## config.mk

```make
export PLATFORM = sky130hd
export DESIGN_NAME = multi_channel_watchdog
export DESIGN_NICKNAME = d
export VERILOG_FILES = /design/src/rtl/multi_channel_watchdog_pkg.sv /design/src/rtl/multi_channel_watchdog_wdt_channel.sv /design/src/rtl/multi_channel_watchdog.sv
export SDC_FILE = /design/constraint.sdc
export NUM_CORES = 1
export LEC_CHECK = 0
export ABC_CLOCK_PERIOD_IN_PS = 5500
export CORE_MARGIN = 1.5
export CORE_UTILIZATION = 42
export DETAILED_ROUTE_END_ITERATION = 8
export PLACE_DENSITY_LB_ADDON = 0.08
export SYNTH_ARGS = -nofsm -noshare
export SYNTH_HDL_FRONTEND = slang
export SYNTH_HIERARCHICAL = 1
export SYNTH_SLANG_ARGS = --single-unit
```

## constraint.sdc

```tcl
create_clock -name clk -period 5.5 [get_ports clk]
set_clock_uncertainty 0.15 [all_clocks]
set_input_delay 0.825 -clock clk [delete_from_list [all_inputs] [get_ports clk]]
set_output_delay 0.825 -clock clk [all_outputs]
set_load 0.02 [all_outputs]
```

## src/rtl/multi_channel_watchdog_pkg.sv

```systemverilog
// ============================================================================
//  Module   : multi_channel_watchdog_pkg
//  Brief    : Shared state encoding and elaboration helpers for the watchdog.
//  Revision : 1.0
// ============================================================================
`default_nettype none

package multi_channel_watchdog_pkg;

    localparam int c_STATE_W = 2;

    typedef enum logic [c_STATE_W-1:0] {
        ST_IDLE    = 2'd0,
        ST_COUNT   = 2'd1,
        ST_EXPIRED = 2'd2,
        ST_FAULT   = 2'd3
    } wdt_state_t;

    // Prescaler counter width; a single bit still exists when PRESCALE is 1.
    function automatic int pre_width(input int prescale);
        return (prescale > 1) ? $clog2(prescale) : 1;
    endfunction

    function automatic bit params_ok(input int channels, input int timeout,
                                     input int warn_at, input int window_min,
                                     input int prescale);
        return (channels >= 1) && (channels <= 16) && (warn_at < timeout) &&
               (window_min <= warn_at) && (prescale >= 1) && (window_min >= 0);
    endfunction

endpackage

`default_nettype wire

```

## src/rtl/multi_channel_watchdog_wdt_channel.sv

```systemverilog
// ============================================================================
//  Module   : wdt_channel
//  Brief    : One watchdog channel: state, saturating counter, sticky flags.
//  Revision : 1.0
// ============================================================================
`default_nettype none

module wdt_channel
    import multi_channel_watchdog_pkg::*;
#(
    parameter int CNT_W      = 32,
    parameter int TIMEOUT    = 150000000,
    parameter int WARN_AT    = 120000000,
    parameter int WINDOW_MIN = 0
) (
    input  logic clk,
    input  logic rst,
    input  logic tick,
    input  logic enable,
    input  logic kick,
    input  logic clr,
    output logic warn,
    output logic timeout,
    output logic early
);

    localparam logic [CNT_W-1:0] c_TIMEOUT = CNT_W'(TIMEOUT);
    localparam logic [CNT_W-1:0] c_WARN_AT = CNT_W'(WARN_AT);

    wdt_state_t       r_state;
    logic [CNT_W-1:0] r_count;
    logic             r_warn;
    logic             r_timeout;
    logic             r_early;

    logic [CNT_W-1:0] w_count_inc;
    logic             w_too_early;

    assign w_count_inc = r_count + CNT_W'(1);

    // With the window disabled every kick is legal, so no compare is built.
    if (WINDOW_MIN == 0) begin : g_no_window
        assign w_too_early = 1'b0;
    end else begin : g_window
        localparam logic [CNT_W-1:0] c_WINDOW_MIN = CNT_W'(WINDOW_MIN);
        assign w_too_early = (r_count < c_WINDOW_MIN);
    end

    always_ff @(posedge clk or posedge rst) begin
        if (rst) begin
            r_state   <= ST_IDLE;
            r_count   <= '0;
            r_warn    <= 1'b0;
            r_timeout <= 1'b0;
            r_early   <= 1'b0;
        end else if (!enable) begin
            r_state   <= ST_IDLE;
            r_count   <= '0;
            r_warn    <= 1'b0;
            r_timeout <= 1'b0;
            r_early   <= 1'b0;
        end else begin
            case (r_state)
                ST_IDLE: begin
                    r_state <= ST_COUNT;
                    r_count <= '0;
                end
                ST_COUNT: begin
                    // clr has nothing to clear here, so kick and tick still act.
                    if (kick) begin
                        if (w_too_early) begin
                            r_state <= ST_FAULT;
                            r_early <= 1'b1;
                        end else begin
                            r_count <= '0;
                            r_warn  <= 1'b0;
                        end
                    end else if (tick) begin
                        r_count <= w_count_inc;
                        if (w_count_inc == c_TIMEOUT) begin
                            r_state   <= ST_EXPIRED;
                            r_timeout <= 1'b1;
                            r_warn    <= 1'b0;
                        end else if (w_count_inc >= c_WARN_AT) begin
                            r_warn <= 1'b1;
                        end
                    end
                end
                ST_EXPIRED, ST_FAULT: begin
                    if (clr) begin
                        r_state   <= ST_COUNT;
                        r_count   <= '0;
                        r_warn    <= 1'b0;
                        r_timeout <= 1'b0;
                        r_early   <= 1'b0;
                    end
                end
                default: begin
                    r_state <= ST_IDLE;
                    r_count <= '0;
                end
            endcase
        end
    end

    assign warn    = r_warn;
    assign timeout = r_timeout;
    assign early   = r_early;

endmodule

`default_nettype wire

```

## src/rtl/multi_channel_watchdog.sv

```systemverilog
// ============================================================================
//  Module   : multi_channel_watchdog
//  Brief    : N-channel windowed watchdog with shared prescaler and irq OR.
//  Revision : 1.0
// ============================================================================
`default_nettype none

module multi_channel_watchdog
    import multi_channel_watchdog_pkg::*;
#(
    parameter int CHANNELS   = 4,
    parameter int CNT_W      = 32,
    parameter int TIMEOUT    = 150000000,
    parameter int WARN_AT    = 120000000,
    parameter int WINDOW_MIN = 0,
    parameter int PRESCALE   = 1
) (
    input  logic                clk,
    input  logic                rst,
    input  logic [CHANNELS-1:0] enable,
    input  logic [CHANNELS-1:0] kick,
    input  logic [CHANNELS-1:0] clr,
    output logic [CHANNELS-1:0] warn,
    output logic [CHANNELS-1:0] timeout,
    output logic [CHANNELS-1:0] early,
    output logic                irq
);

    localparam int c_PRE_W = pre_width(PRESCALE);

    if (!params_ok(CHANNELS, TIMEOUT, WARN_AT, WINDOW_MIN, PRESCALE)) begin : g_bad_params
        $error("multi_channel_watchdog: illegal parameter combination");
    end

    logic w_tick;

    if (PRESCALE == 1) begin : g_pre_bypass
        assign w_tick = 1'b1;
    end else begin : g_pre
        localparam logic [c_PRE_W-1:0] c_PRE_LAST = c_PRE_W'(PRESCALE - 1);
        logic [c_PRE_W-1:0] r_pre;

        // Free-running; kicks never realign the tick phase.
        always_ff @(posedge clk or posedge rst) begin
            if (rst) begin
                r_pre <= '0;
            end else if (r_pre == c_PRE_LAST) begin
                r_pre <= '0;
            end else begin
                r_pre <= r_pre + c_PRE_W'(1);
            end
        end

        assign w_tick = (r_pre == c_PRE_LAST);
    end

    for (genvar gi = 0; gi < CHANNELS; gi++) begin : g_chan
        wdt_channel #(
            .CNT_W      (CNT_W),
            .TIMEOUT    (TIMEOUT),
            .WARN_AT    (WARN_AT),
            .WINDOW_MIN (WINDOW_MIN)
        ) u_chan (
            .clk     (clk),
            .rst     (rst),
            .tick    (w_tick),
            .enable  (enable[gi]),
            .kick    (kick[gi]),
            .clr     (clr[gi]),
            .warn    (warn[gi]),
            .timeout (timeout[gi]),
            .early   (early[gi])
        );
    end

    assign irq = (|timeout) | (|early);

endmodule

`default_nettype wire

```

Word-level counts from Yosys, hierarchy flattened
Index checks and enable logic that the tools add are counted.
{"block": "totals", "regBits": 148, "inputBits": 14, "out_inout_bits": 13}
{"block": "op_classes", "n_addsub": 4, "magnitude_cmp": 4, "eq_ne": 44, "muxes": 84, "n_bitwise": 1, "reduce_logical": 26}
{"op": "2-to-1 mux 32 bit", "count": 12}
{"op": "case mux 32 bit (3 select lines)", "count": 4}
{"op": "adder 32 x 1 -> 32 bit (second input constant)", "count": 4}
{"op": "== test 32 x 28 -> 1 bit (second input constant)", "count": 4}
{"op": ">= comparator 32 x 27 -> 1 bit (second input constant)", "count": 4}
{"op": "2-to-1 mux 1 bit", "count": 40}
{"op": "2-to-1 mux 2 bit", "count": 16}
{"op": "!= test 3 bit (second input constant)", "count": 8}
{"op": "case mux 2 bit (3 select lines)", "count": 4}
{"op": "AND reduction 3 bit", "count": 8}
{"op": "!= test 5 x 3 -> 1 bit (second input constant)", "count": 4}
{"op": "== test 2 bit (second input constant)", "count": 8}
{"op": "!= test 2 x 1 -> 1 bit (second input constant)", "count": 8}
{"op": "case mux 1 bit (2 select lines)", "count": 8}
{"op": "AND reduction 4 bit", "count": 4}
{"op": "!= test 3 x 1 -> 1 bit (second input constant)", "count": 4}
{"op": "!= test 3 x 2 -> 1 bit (second input constant)", "count": 4}
{"op": "== test 2 x 1 -> 1 bit (second input constant)", "count": 4}
{"op": "logical NOT 2 bit", "count": 4}
{"op": "AND reduction 2 bit", "count": 4}
{"op": "OR reduction 2 bit", "count": 4}
{"op": "OR reduction 4 bit", "count": 2}
{"op": "OR 1 bit", "count": 1}

Depth between registers and ports, before layout
Gate-level depths: netlist of run 1.
{"block": "depth", "depth_word": 7, "ltp_mapped": 10, "depth_no_buf": 9}

By module
The synthesis of run 1 kept the hierarchy.
{"mod": "wdt_channel at g_chan[0].u_chan ...", "instances": 3, "cells_per_inst": 332, "area_each_um2": 2702.6, "seq_area_each_um2": 900.9}
{"mod": "wdt_channel at g_chan[3].u_chan", "instances": 1, "cells_per_inst": 327, "area_each_um2": 2618.8, "seq_area_each_um2": 900.9}
{"mod": "multi_channel_watchdog", "instances": 1, "cells_per_inst": 4, "area_each_um2": 20.0, "seq_area_each_um2": 0.0}

Least setup slack after synthesis of run 1
No wires, ideal clock.
{"block": "synth_path", "kind": "register to register", "startpoint": "register g_chan[3].u_chan.r_count[0]", "endpoint": "register g_chan[3].u_chan.r_timeout", "setup_time_ns": 0.064, "arrival_time_ns": 2.628, "path_slack_ns": 2.658, "stages_incl_launch_ff": 11, "path_buffers": 1, "synth_period_minus_slack_ns": 2.842, "path_cell_list": "dfrtp_1 ha_1 nand3_4 or3_1 buf_2 mux2_4 nor4_2 nand4_1 or4_4 nor2_4 o21a_1"}
{"block": "synth_between", "elab_chain_len": 4}
{"element": "start: declaration", "line_no": "multi_channel_watchdog_wdt_channel.sv:31", "text": "logic [CNT_W-1:0] r_count;"}
{"element": "start signal: assignment", "line_no": "multi_channel_watchdog_wdt_channel.sv:79", "text": "r_count <= w_count_inc;"}
{"element": "adder 32 x 1 -> 32 bit", "line_no": "multi_channel_watchdog_wdt_channel.sv:39", "text": "assign w_count_inc = r_count + CNT_W'(1);"}
{"element": "== test 32 x 28 -> 1 bit", "line_no": "multi_channel_watchdog_wdt_channel.sv:80", "text": "if (w_count_inc == c_TIMEOUT) begin"}
{"element": "!= test 3 x 2 -> 1 bit (no source line)"}
{"element": "AND reduction 4 bit (no source line)"}
{"element": "end signal: assignment", "line_no": "multi_channel_watchdog_wdt_channel.sv:54", "text": "r_timeout <= 1'b0;"}
{"element": "end signal: assignment", "line_no": "multi_channel_watchdog_wdt_channel.sv:82", "text": "r_timeout <= 1'b1;"}
{"element": "end signal: assignment", "line_no": "multi_channel_watchdog_wdt_channel.sv:94", "text": "r_timeout <= 1'b0;"}
{"element": "end: declaration", "line_no": "multi_channel_watchdog_wdt_channel.sv:33", "text": "logic r_timeout;"}
No other way between the ends.
A chain may end at the register's enable or synchronous reset.

Final worst setup path of run 1
{"block": "layout_path", "startpoint": "register g_chan[0].u_chan.r_count[10]", "endpoint": "register g_chan[0].u_chan.r_timeout"}
{"block": "layout_between", "elab_chain_len": 4}
{"element": "start: declaration", "line_no": "multi_channel_watchdog_wdt_channel.sv:31"}
{"element": "start signal: assignment", "line_no": "multi_channel_watchdog_wdt_channel.sv:79"}
{"element": "adder 32 x 1 -> 32 bit", "line_no": "multi_channel_watchdog_wdt_channel.sv:39"}
{"element": "== test 32 x 28 -> 1 bit", "line_no": "multi_channel_watchdog_wdt_channel.sv:80"}
{"element": "!= test 3 x 2 -> 1 bit (no source line)"}
{"element": "AND reduction 4 bit (no source line)"}
{"element": "end signal: assignment", "line_no": "multi_channel_watchdog_wdt_channel.sv:54"}
{"element": "end signal: assignment", "line_no": "multi_channel_watchdog_wdt_channel.sv:82"}
{"element": "end signal: assignment", "line_no": "multi_channel_watchdog_wdt_channel.sv:94"}
{"element": "end: declaration", "line_no": "multi_channel_watchdog_wdt_channel.sv:33"}
No other way between the ends.

==> results of run 1 <==
[final timing paths]
path / startpoint / to / slack (ns) / cells after the start
max reg2reg: g_chan[0].u_chan/r_count[10]$_DFFE_PP0P_ / g_chan[0].u_chan/timeout$_DFFE_PP0P_ / 1.94 / 8
min: g_chan[3].u_chan/r_count[29]$_DFFE_PP0P_ / g_chan[3].u_chan/r_count[29]$_DFFE_PP0P_ / 0.36 / 1
max in group asynchronous: rst / g_chan[3].u_chan/r_count[26]$_DFFE_PP0P_ / 3.99 / 3
min in group asynchronous: rst / g_chan[3].u_chan/r_count[0]$_DFFE_PP0P_ / 0.84 / 3
max: g_chan[0].u_chan/r_count[10]$_DFFE_PP0P_ / g_chan[0].u_chan/timeout$_DFFE_PP0P_ / 1.94 / 8
min reg2reg: g_chan[3].u_chan/r_count[29]$_DFFE_PP0P_ / g_chan[3].u_chan/r_count[29]$_DFFE_PP0P_ / 0.36 / 1
[registers in the layout, summed over array words and instances, names as in the netlist]
register               cells
g_chan.u_chan/r_state      8
g_chan.u_chan/warn         4
g_chan.u_chan/r_count    128
g_chan.u_chan/timeout      4
[kinds of logic after synthesis]
group           count (synthesis)  synth area share [%]
simple gates                  596                 31.61
compound gates                375                 21.71
flops                         144                 33.53
buf+inv                       118                 5.263
xor+xnor                       73                 5.949
fa+ha+maj                       8                0.9315
mux                             8                0.8266
other cells                     5                0.1747
[cell type report]
class,count,area [sq um],area share (%)
multi-input combinational,1080,6634,57.57
clock inverter,6,32.53,0.2823
clock buffer,25,495.5,4.300
inverter,11,41.29,0.3583
tap,330,412.9,3.583
sequential,144,3603,31.27
timing repair buffer,33,302.8,2.628
[metrics by stage]
| stage | area, sq um | instances | setup WS [ns] | utilization [%] |
|---|---|---|---|---|
| 6_report | 11520 | 1629 | 1.941 | 45.76 |
| 5_1_grt | 11520 | 1629 | 1.653 | 45.76 |
| 4_1_cts | 11520 | 1629 | 2.038 | 45.76 |
| 3_5_place_dp | 10990 | 1598 | 1.910 | 43.66 |
| 3_3_place_gp | 10990 | 1598 | 1.994 | 43.66 |
| 2_1_floorplan | 10800 | 1342 | 2.658 | - |
[cells in the final DEF (no fill, tap or decap), drive strengths merged, types with 27 or more instances in the layout]
master and instances:
o31ai 39, dfrtp 144, nand2 136, nor3 45
and3 40, a31oi 27, a21oi 31, xor2 37
nand3 104, o21ai 189, nand4 35, nor2 110
xnor2 36
[critical path, delay by kind of cell (launching register included)]
kind / cells / cell delay, ns
xor gates and xnor gates: 1 / 0.32
and+or+nand+nor: 6 / 2.33
DFF: 1 / 0.56
AOI/OAI and AO/OA: 1 / 0.14
[metal layers]
layer	track usage, %	vias to the layer above	routed length [um]
met1	31.46	4644	14050
met3	3.285	25	895
met5	0	-	0
li1	-	4779	-
met2	34.37	190	12550
met4	4.587	0	282
[report_power, final]
part | total, mW | switching, mW | internal, mW
Combinational | 0.0867 | 0.0638 | 0.0229
Sequential | 1.07 | 0.00332 | 1.06
Clock | 1.07 | 0.451 | 0.619
Total | 2.22 | 0.518 | 1.70
==> key figures, run 1 <==
Status
  • Status: complete, no violations

Synth
  • Async S/R FF share, synth: 100.0%
  • Avg Cell Area, Syn: about 8.1 sq um
  • Post-synthesis sequential area ratio: about 34%
  • Synth unique cells: 69
  • Top_reg_cell synth: dfrtp_1
  • Area contributors post-synth: dfrtp_1 (34%), o21ai_0 (8.7%), nand2_1 (4.6%)
  • Synth cell count leaders: o21ai_0 (186), dfrtp_1 (144), nand2_1 (133), nor2_1 (106), nand3_1 (97)
  • Syn Inst Count: 1327
  • Post-synth EDFFs: 0
  • Top-count cell post-synth: o21ai_0
  • Synthesis-stage register bit count: 144
  • Mapped Area: between 0.01 and 0.015 sq mm
  • Yosys Warn Count: 6
  • Yosys top cell area share: 33.53%
  • Area leader, netlist: dfrtp_1

Global route
  • Total GRT Usage: 21.79%
  • Grt total ovfl: 0
  • Largest net degree at the start of global routing: 47
  • Vias in the first global route: ~9000
  • Initial antenna violation count: 0
  • Global-route wire length before repair: ~47000 um

Route
  • Drt wl/cell: between 15 and 20 um
  • Antenna Nets Post-Route: 0
  • DR vias: 9638
  • First-pass iteration count of the detailed router: 5
  • Drt total wl: around 28000 um
  • DRC marker count from the first detailed-route iteration: 820
  • Drt drc: 0
  • Via density: 5.917

Worst setup path
  • Worst setup SP type: register
  • Critical path's slowest cell: nor3_1
  • Crit-path cells: nand3_1 > nor3_1 > nand3_1 > xnor2_1 > nand4_1 > nor4_2 > and3_1 > o21a_1
  • Worst setup EP type: register
  • Required @ worst endpoint: 5.71 ns
  • Critical Path AT: 3.77 ns
  • Cell mode on critical path: nand3_1
  • Max FO, Critical Path: 12
  • CP peak stage delay: 0.95 ns
  • Setup Crit Path Kind: register to register

Floorplan
  • Cell Rows: 58
  • Die height: ~160 um
  • Starting Density: 42.68%
  • Io pins: 27
  • Die X: about 160 um
  • Die area: 0.02656 sq mm
  • Core area: 0.02518 sq mm

CTS
  • Clk_lat worst skew: 0.43 ns
  • CTS-repair resized insts: 0
  • Clock tree sinks: 144
  • Num CTS Buffers: 17
  • CTS clk-pin slew, worst paths: 0.06 ns
  • # Post-CTS Setup Buffers: 0
  • Root Driver: clkbuf_16
  • # hold bufs at CTS: 0
  • CTS max path bufs: 2
  • H-tree Lvls: 4
  • CTS tree: yes

Power
  • PwrDens: ~190 mW/mm^2
  • Tot Pwr: around 2.2 mW
  • Static Leak: 4.535 nW
  • VDD IR max: 0.1698 mV

Timing
  • Setup violators final: 0
  • Tmin final: 3.559 ns
  • Setup TNS: 0 ns
  • Worst hold slack: 0.3564 ns
  • Unrepaired setup endpoints after global routing: no
  • Worst-margin pin slew: 1.194 ns
  • Hold Violations, Final: 0
  • Period utilization: 64.71%
  • Fin. max-slew vios: 0
  • Fmax: 281.0 MHz
  • Slew headroom: 19.81%

Hold path
  • HP Class: register to register

Layout
  • Fraction of layout cells with a size suffix above 1: around 8%
  • N_diodes: 0
  • Filler instances: 2505
  • Area growth, synth to finish: 7.219%
  • Layout Nets: 1309

Job
  • Total of max-cap violations: 0

Placement
  • Port Buffer Count: 22
  • Routability cong.: approximately 0.83
  • Post-DP HPWL: 18850 um
No activity file was read; power rests on OpenSTA's default activity.
==> inputs of run 2 (changes only) <==
- ABC_CLOCK_PERIOD_IN_PS: 5500 -> 3630
- clock period: 5.5 -> 3.63 ns (I/O delays scaled with it)
==> key figures, run 2 (synthesis results as in run 1) <==
Status
  • Status: complete, no violations

Timing
  • Fmax: 317.9 MHz
  • Unrepaired setup endpoints after global routing: no
  • Fin. max-slew vios: 0
  • Setup violators final: 0
  • Tmin final: 3.146 ns
  • Hold Violations, Final: 0
  • Worst-margin pin slew: ~0.82 ns
  • Slew headroom: 45.10%
  • Setup TNS: 0 ns
  • Worst hold slack: 0.3577 ns
  • Period utilization: between 80% and 90%

Placement
  • Dpl cell area: 0.01112 sq mm
  • Post-DP HPWL: 19400 um
  • Routability cong.: 0.8453
  • Port Buffer Count: 22

CTS
  • # Post-CTS Setup Buffers: 0
  • Root Driver: clkbuf_16
  • CTS clk-pin slew, worst paths: 0.06 ns
  • # hold bufs at CTS: 0
  • Clock tree sinks: between 100 and 150
  • H-tree Lvls: 4
  • Clk_lat worst skew: 0.42 ns
  • CTS tree: yes
  • CTS max path bufs: 2
  • Num CTS Buffers: 17
  • CTS-repair resized insts: 0

Layout
  • Area occupied by registers: 0.003603 sq mm
  • Layout Nets: 1326
  • Post-route cell area: 0.01169 sq mm
  • Filler instances: 2461
  • Reg with most FFs: g_chan.u_chan/r_count
  • N_diodes: 0
  • Area growth, synth to finish: 8.756%
  • Biggest regs: g_chan.u_chan/r_count x128, g_chan.u_chan/r_state x8
  • Post-layout util: between 40 and 50%
  • Area of the multi-input gates: about 0.0066 sq mm
  • Max reg flops: 128
  • Commonest non-fill, non-tap cell in the layout: o21ai_0
  • Fraction of layout cells with a size suffix above 1: under 10%
  • Most frequent cells in the layout: o21ai_0 (186), dfrtp_1 (144), nand2_1 (133)

Worst setup path
  • Required @ worst endpoint: 3.83 ns
  • Worst setup EP type: register
  • Crit-path cells: ha_1 > nand3_4 > nor3_1 > buf_4 > nand2_1 > xor2_1 > or4_1 > nor4b_1 > a2bb2oi_1
  • Worst setup SP type: register
  • Setup Crit Path Kind: register to register
  • Critical Path AT: 3.34 ns
  • Max FO, Critical Path: 14
  • Crit path depth: 9
  • Largest delay contributor family on the critical path: simple AND/OR/NAND/NOR gates
  • Critical path's slowest cell: or4_1
  • Worst Path Buf+Inv: 1
  • R2R depth: 9
  • CP peak stage delay: 0.49 ns

Power
  • VDD IR max: 0.2227 mV
  • Switching power: 0.8068 mW
  • Net Sw Frac: 23.20%
  • Clock network power share: 49.7%
  • Combinational power share: just under 4%
  • P_int: 2.671 mW
  • Static Leak: between 4 and 5 nW
  • PwrDens: 297.6 mW/mm^2
  • Tot Pwr: 3.478 mW
  • Flop pwr share: between 40% and 50%

Global route
  • Largest net degree at the start of global routing: between 40 and 50
  • Initial antenna violation count: 0
  • Global-route wire length before repair: approximately 47000 um
  • Total GRT Usage: 21.59%
  • Vias in the first global route: between 8000 and 9000
  • Grt total ovfl: 0

Floorplan
  • Io pins: 27
  • Die X: 163.0 um
  • Core area: 0.02518 sq mm
  • Die area: 0.02656 sq mm
  • Die height: 163.0 um
  • Cell Rows: 58
  • Starting Density: between 40% and 50%

Route
  • Drt wl/cell: 16.94 um
  • Drt total wl: 27900 um
  • First-pass iteration count of the detailed router: 5
  • DRC marker count from the first detailed-route iteration: between 800 and 900
  • Drt drc: 0
  • Antenna Nets Post-Route: 0
  • DR vias: 9630
  • Via density: 5.847

Job
  • Total of max-cap violations: 0

Hold path
  • Hold path cells: 1
  • HP Class: register to register
==> run 2: final timing paths <==
path | to | slack (ns) | from
worst min register to register | g_chan[3].u_chan/r_count[29]$_DFFE_PP0P_ | 0.36 | g_chan[3].u_chan/r_count[29]$_DFFE_PP0P_
max in group asynchronous | g_chan[2].u_chan/r_count[8]$_DFFE_PP0P_ | 2.05 | rst
worst max-delay path | g_chan[3].u_chan/warn$_DFFE_PP0P_ | 0.48 | g_chan[3].u_chan/r_count[0]$_DFFE_PP0P_
min in group asynchronous | g_chan[0].u_chan/r_count[20]$_DFFE_PP0P_ | 0.55 | rst
worst max register to register | g_chan[3].u_chan/warn$_DFFE_PP0P_ | 0.48 | g_chan[3].u_chan/r_count[0]$_DFFE_PP0P_
worst min-delay path | g_chan[3].u_chan/r_count[29]$_DFFE_PP0P_ | 0.36 | g_chan[3].u_chan/r_count[29]$_DFFE_PP0P_
==> run 2: layer usage <==
metal / global-route usage, % / part of all wire [%] / wire length (um) / vias to the layer above
met4: 5.796 / 1.4 / 381 / 0
li1: - / - / - / 4815
met5: 0 / 0 / 0 / -
met1: 31.21 / 50 / 14000 / 4581
met2: 33.66 / 45 / 12450 / 204
met3: 2.979 / 3.8 / 1069 / 30
==> run 2: per-stage QoR <==
| step | cells | setup WS (ns) |
|---|---|---|
| 6_report | 1647 | 0.4839 |
| 5_1_grt | 1647 | 0.2365 |
| 4_1_cts | 1647 | 0.5152 |
| 3_5_place_dp | 1615 | 0.5257 |
| 3_3_place_gp | 1615 | 0.6112 |
| 2_1_floorplan | 1342 | 0.7880 |
==> run 2: layout make-up <==
| cell class | count | area share (%) |
|---|---|---|
| Clock buffer | 21 | 3.854 |
| Clock inverter | 11 | 0.9849 |
| Inverter | 11 | 0.3533 |
| Multi-Input combinational cell | 1080 | 56.76 |
| Sequential cell | 144 | 30.83 |
| Tap cell | 330 | 3.533 |
| Timing Repair Buffer | 50 | 3.683 |
==> run 2: power by group through the flow <==
stage / logic [mW] / clock network (mW) / registers, mW
2_1_floorplan: 0.0864 / 0 / 1.64
3_3_place_gp: 0.137 / 0 / 1.64
3_5_place_dp: 0.136 / 0 / 1.64
4_1_cts: 0.137 / 1.78 / 1.61
5_1_grt: 0.154 / 1.84 / 1.61
6_report: 0.134 / 1.73 / 1.61
